<file path="config.mk">
export PLATFORM = sky130hd
export DESIGN_NAME = serial_add_ctrl
export DESIGN_NICKNAME = d
export VERILOG_FILES = /design/src/rtl/serial_add_ctrl.sv
export SDC_FILE = /design/constraint.sdc
export NUM_CORES = 1
export LEC_CHECK = 0
export BUFFER_PORTS_ARGS = -buffer_cell sky130_fd_sc_hd__buf_2
export CELL_PAD_IN_SITES_DETAIL_PLACEMENT = 1
export CELL_PAD_IN_SITES_GLOBAL_PLACEMENT = 2
export CORE_AREA = 5 5 44 84
export CTS_CLUSTER_SIZE = 25
export DETAILED_ROUTE_END_ITERATION = 7
export DIE_AREA = 0 0 49 89
export MAX_ROUTING_LAYER = met4
export PLACE_DENSITY = 0.66
export SLEW_MARGIN = 40
export SYNTH_ARGS = -nofsm -noshare
export SYNTH_HDL_FRONTEND = slang
export SYNTH_SLANG_ARGS = --single-unit
</file>
<file path="constraint.sdc">
create_clock -name clk -period 1.35 [get_ports clk]
set_clock_uncertainty 0.05 [all_clocks]
set_input_delay 0.2025 -clock clk [delete_from_list [all_inputs] [get_ports clk]]
set_output_delay 0.2025 -clock clk [all_outputs]
set_load 0.02 [all_outputs]
</file>
<file path="src/rtl/serial_add_ctrl.sv">
// serial_add_ctrl -- bit-serial adder/subtractor with a three-state controller.
//
// An operation is accepted on the rising edge where the FSM is IDLE and start=1.
// The operands are then added one bit per clock, LSB first, through a single
// full adder. The result appears on sum/cout together with a one-cycle done
// pulse, WIDTH edges after the accepting edge.
//
// Optional feature macro: SERIAL_ADD_CTRL_SUB_EN
//   defined   -> sub=1 at accept computes a-b (SB <= ~b, carry-in 1);
//                in that case cout is the not-borrow flag.
//   undefined -> the sub input is present but ignored (always add).
//
// Parameters:
//   WIDTH  operand/result width in bits (2..32)
//
// Ports:
//   clk    in   rising-edge clock
//   rst    in   asynchronous active-high reset
//   start  in   operation request, sampled only in IDLE
//   a, b   in   operands, captured on the accepting edge
//   sub    in   0 = add, 1 = subtract (see macro above)
//   busy   out  high while in SHIFT or DONE
//   done   out  one-cycle completion pulse
//   sum    out  registered result, held until the next completion
//   cout   out  registered final carry, held until the next completion
module serial_add_ctrl #(
  parameter int WIDTH = 4
) (
  input  logic             clk,
  input  logic             rst,
  input  logic             start,
  input  logic [WIDTH-1:0] a,
  input  logic [WIDTH-1:0] b,
  input  logic             sub,
  output logic             busy,
  output logic             done,
  output logic [WIDTH-1:0] sum,
  output logic             cout
);

  localparam int CNT_W = $clog2(WIDTH);

  typedef enum logic [1:0] {
    IDLE  = 2'd0,
    SHIFT = 2'd1,
    DONE  = 2'd2
  } state_t;

  state_t           state;
  state_t           state_next;

  logic [WIDTH-1:0] sa;
  logic [WIDTH-1:0] sb;
  logic             cq;
  logic [CNT_W-1:0] cnt;

  logic             sub_eff;
  logic             s;
  logic             c;
  logic             last;

`ifdef SERIAL_ADD_CTRL_SUB_EN
  assign sub_eff = sub;
`else
  // Port kept for interface compatibility; its value never reaches the datapath.
  assign sub_eff = sub & 1'b0;
`endif

  // Single full adder shared across all bit positions.
  assign s    = sa[0] ^ sb[0] ^ cq;
  assign c    = (sa[0] & sb[0]) | (cq & (sa[0] ^ sb[0]));
  assign last = (cnt == CNT_W'(WIDTH - 1));

  // State register
  always_ff @(posedge clk or posedge rst) begin
    if (rst) begin
      state <= IDLE;
    end else begin
      state <= state_next;
    end
  end

  // Next-state and Moore outputs
  always_comb begin
    state_next = state;
    busy       = 1'b0;
    done       = 1'b0;
    case (state)
      IDLE: begin
        if (start) begin
          state_next = SHIFT;
        end
      end
      SHIFT: begin
        busy = 1'b1;
        if (last) begin
          state_next = DONE;
        end
      end
      DONE: begin
        busy       = 1'b1;
        done       = 1'b1;
        state_next = IDLE;
      end
      default: begin
        state_next = IDLE;
      end
    endcase
  end

  // Datapath: operand shift registers, carry flop, bit counter, result regs
  always_ff @(posedge clk or posedge rst) begin
    if (rst) begin
      sa   <= '0;
      sb   <= '0;
      cq   <= 1'b0;
      cnt  <= '0;
      sum  <= '0;
      cout <= 1'b0;
    end else begin
      case (state)
        IDLE: begin
          if (start) begin
            sa  <= a;
            // Two's-complement subtract: invert b here, carry-in of 1 below.
            sb  <= sub_eff ? ~b : b;
            cq  <= sub_eff;
            cnt <= '0;
          end
        end
        SHIFT: begin
          // Sum bits enter at the top, so after WIDTH shifts SA holds the result.
          sa  <= {s, sa[WIDTH-1:1]};
          sb  <= {1'b0, sb[WIDTH-1:1]};
          cq  <= c;
          cnt <= cnt + 1'b1;
          if (last) begin
            sum  <= {s, sa[WIDTH-1:1]};
            cout <= c;
          end
        end
        default: begin
        end
      endcase
    end
  end

endmodule

</file>
==> reports/metrics.json <==
{
  "path_clk_slew": {"value": 0.07, "unit": "ns"},
  "syn-cell-area": {"value": 860, "unit": "µm²"},
  "maxSlewHeadroom": {"value": 0.863},
  "first_global_vias": {"value": 811},
  "drtAntennaViolNets": {"value": 0},
  "start_kind": {"value": "register"},
  "drc": {"value": 0},
  "routed_via_density": {"value": 5.08},
  "critPathMostFrequentCell": {"value": "sky130_fd_sc_hd__buf_6"},
  "power_density": {"value": 2790, "unit": "nW/µm²"},
  "critical_path.max_fanout": {"value": 3},
  "core.rowCount": {"value": 28},
  "critPathSlowestCell": {"value": "sky130_fd_sc_hd__dfrtp_1"},
  "clock_tree_from_tritoncts": {"value": "yes"},
  "most-common-layout-cells": {"value": "sky130_fd_sc_hd__dfrtp_1, sky130_fd_sc_hd__buf_2, sky130_fd_sc_hd__buf_4"},
  "htree_num_levels": {"value": 1},
  "insertion_delay": {"value": 0.25, "unit": "ns"},
  "post_synth_num_cell_types": {"value": 20},
  "cts.path.max_buffers": {"value": 2},
  "detailed_place_hpwl": {"value": 1.70, "unit": "mm"},
  "placedCellCount": {"value": 126},
  "synthCells": {"value": 67},
  "1st_iter_drt_viols": {"value": 5},
  "p_int": {"value": 2.28, "unit": "mW"},
  "placed_cell_area": {"value": 1080, "unit": "µm²"},
  "power.static_leakage": {"value": 0.590, "unit": "nW"},
  "fmaxAchievable": {"value": 686, "unit": "MHz"},
  "grt_remaining_overflow": {"value": 0},
  "unrepaired_setup_endpoints_after_global_routing": {"value": "yes"},
  "routed-via-count": {"value": 691},
  "design.core.area": {"value": 2940, "unit": "µm²"},
  "place.port_buffers": {"value": 17},
  "total_net_switching_power": {"value": 1.35, "unit": "mW"},
  "1st_pass_router_iterations": {"value": 2},
  "whs": {"value": 0.134, "unit": "ns"},
  "dpl_worst_slack": {"value": -0.219, "unit": "ns"},
  "finalNonFillerCells": {"value": 136},
  "cts_made_buffers": {"value": 3},
  "wl_per_cell": {"value": 16.5, "unit": "µm"},
  "die_h": {"value": 89, "unit": "µm"},
  "violations": {"value": "setup timing"},
  "final_net_count": {"value": 124},
  "clock_root_cell": {"value": "sky130_fd_sc_hd__clkbuf_8"},
  "die_area": {"value": 4360, "unit": "µm²"},
  "ys_ff_latch": {"value": 18},
  "yosys_warnings": {"value": 0},
  "worst_path_arrival_time": {"value": 1.55, "unit": "ns"},
  "final_cell_area": {"value": 1300, "unit": "µm²"},
  "syn_nets": {"value": 84},
  "antenna_cells": {"value": 0},
  "hold_path.class": {"value": "input port to register"},
  "worstMarginPinSlew": {"value": 0.201, "unit": "ns"},
  "layout_cell_share_with_drive_strength_beyond_1": {"value": 0.566},
  "seq_power_share": {"value": 0.271},
  "status": {"value": "finished, violations left"},
  "layout.cells.most_common": {"value": "sky130_fd_sc_hd__dfrtp_1"},
  "final_critical_path_setup_slack": {"value": -0.108, "unit": "ns"},
  "report.final.hold_viol_count": {"value": 0},
  "place_congestion": {"value": 0.779},
  "starting_density": {"value": 0.292},
  "cap_violations": {"value": 0},
  "period_share": {"value": 1.08},
  "fp.dieW": {"value": 49, "unit": "µm"},
  "worst_ep_required_time": {"value": 1.44, "unit": "ns"},
  "ir_drop": {"value": 0.00161, "unit": "V"},
  "grt_max_degree": {"value": 19},
  "pwr-share-clk": {"value": 0.118},
  "worst_path_largest_cell_delay": {"value": 0.41, "unit": "ns"},
  "grt_antenna_before_repair": {"value": 0},
  "grt_pass1_wl": {"value": 3.88, "unit": "mm"},
  "flow.area_growth_from_synthesis": {"value": 51.4, "unit": "%"},
  "final_period_minus_worst_setup_slack": {"value": 1.46, "unit": "ns"},
  "clock_sink_count": {"value": 18},
  "wl": {"value": 2.25, "unit": "mm"},
  "yosysSeqAreaShare": {"value": 0.524},
  "critical_path.cell_chain": {"value": "inv_2 > ha_4 > buf_6 > mux2i_4 > buf_6 > a32o_1"},
  "timing_worst_setup_path_type": {"value": "register to register"},
  "final-max-slew-violation-count": {"value": 0},
  "critPathCaptureType": {"value": "register"},
  "share_comb_of_total_power": {"value": 0.611},
  "global_route.usage.total": {"value": 0.119},
  "synthesis.area_per_instance": {"value": 12.8, "unit": "µm²"},
  "setup_viol": {"value": 13},
  "power.switching_fraction": {"value": 0.373},
  "io_pins": {"value": 19}
}
==> cells by family (layout without fill, tap and decap cells) <==
kind of cell,after synthesis,in the layout,share of synthesized area
AOI/OAI and AO/OA,17,17,0.186
adders and majority gates,5,5,0.0815
buffers and inverters,7,46,0.0393
DFF,18,18,0.524
muxes,6,6,0.0771
and+or+nand+nor,14,14,0.0917
==> sequential cells by signal (all words and copies together) (netlist names) <==
name   flops
sum        4
sa         4
cq         1
cout       1
sb         4
state      2
cnt        2
==> synthesized netlist by cell type <==
master	n	share of area
sky130_fd_sc_hd__a21boi_4	1	0.022
sky130_fd_sc_hd__a32o_1	2	0.023
sky130_fd_sc_hd__nand3b_1	1	0.0087
sky130_fd_sc_hd__inv_1	5	0.022
sky130_fd_sc_hd__nand2b_1	2	0.015
sky130_fd_sc_hd__nor2_1	1	0.0044
sky130_fd_sc_hd__o221a_1	7	0.092
sky130_fd_sc_hd__or3_1	6	0.044
sky130_fd_sc_hd__mux2i_1	1	0.012
sky130_fd_sc_hd__a22o_1	1	0.010
sky130_fd_sc_hd__dfrtp_1	18	0.52
sky130_fd_sc_hd__ha_1	4	0.058
sky130_fd_sc_hd__nand2_1	3	0.013
sky130_fd_sc_hd__a21oi_1	4	0.023
sky130_fd_sc_hd__fa_1	1	0.023
sky130_fd_sc_hd__o21ai_1	1	0.0058
sky130_fd_sc_hd__o22a_1	1	0.010
sky130_fd_sc_hd__buf_4	2	0.017
sky130_fd_sc_hd__mux2_1	5	0.065
sky130_fd_sc_hd__nand2_2	1	0.0073
==> metrics by stage <==
step / TNS [ns] / power (mW) / util
6_report: -0.859 / 3.63 / 0.442
2_1_floorplan: -0.403 / 1.98 / -
3_5_place_dp: -2.11 / 2.66 / 0.366
5_1_grt: -1.90 / 3.92 / 0.442
4_1_cts: -0.871 / 3.47 / 0.422
3_3_place_gp: -1.42 / 2.58 / 0.366
==> final cells by class <==
type	count	area (µm²)
clock buffer	4	55.1
timing repair buffer	37	265
tap	30	37.5
multi-input combinational	42	474
inverter	5	18.8
fill	330	1640
sequential	18	450
==> critical path: cells and delay by family, from the launching register on <==
family / cells / cell delay, ns
adders and majority gates: 1 / 0.17
DFF: 1 / 0.41
AOI/OAI and AO/OA: 1 / 0.19
buffers and inverters: 3 / 0.33
muxes: 1 / 0.19
==> power groups by stage <==
stage	Clock, mW	Combinational (mW)	Sequential (mW)
3_5_place_dp	0	1.69	0.979
5_1_grt	0.472	2.43	1.02
2_1_floorplan	0	0.949	1.03
6_report	0.427	2.22	0.984
4_1_cts	0.445	2.05	0.979
3_3_place_gp	0	1.62	0.961
==> path summary, 6_finish.rpt <==
kind / to / slack (ns) / cells past startpoint / start
min in group asynchronous: sum[3] / 0.46 / 4 / rst
worst min-delay path: sb[3] / 0.13 / 2 / b[3]
max in group asynchronous: sb[3] / 0.60 / 4 / rst
worst max register to register: cnt[1] / -0.11 / 6 / state[0]
worst max-delay path: cnt[1] / -0.11 / 6 / state[0]
worst min register to register: cout / 0.45 / 1 / cout
==> metal layers <==
layer  GRT usage  up-vias  wire, µm
met3      0.0200        2        47
li1            -      328         -
met2       0.227        9      1380
met1       0.118      352       807
met4      0.0441        0        19
met5           -        -         0
==> repair_timing <==
| action | CTS | global route |
|---|---|---|
| hold buffers | 1 | 0 |
| hold endpoints to repair | 18 | 0 |
| pin swaps | 10 | 4 |
| gates resized for setup | 19 | 11 |
| setup buffers | 3 | 2 |
| endpoints found under the setup margin | 18 | 20 |
Power figures use the tool's default switching activity.
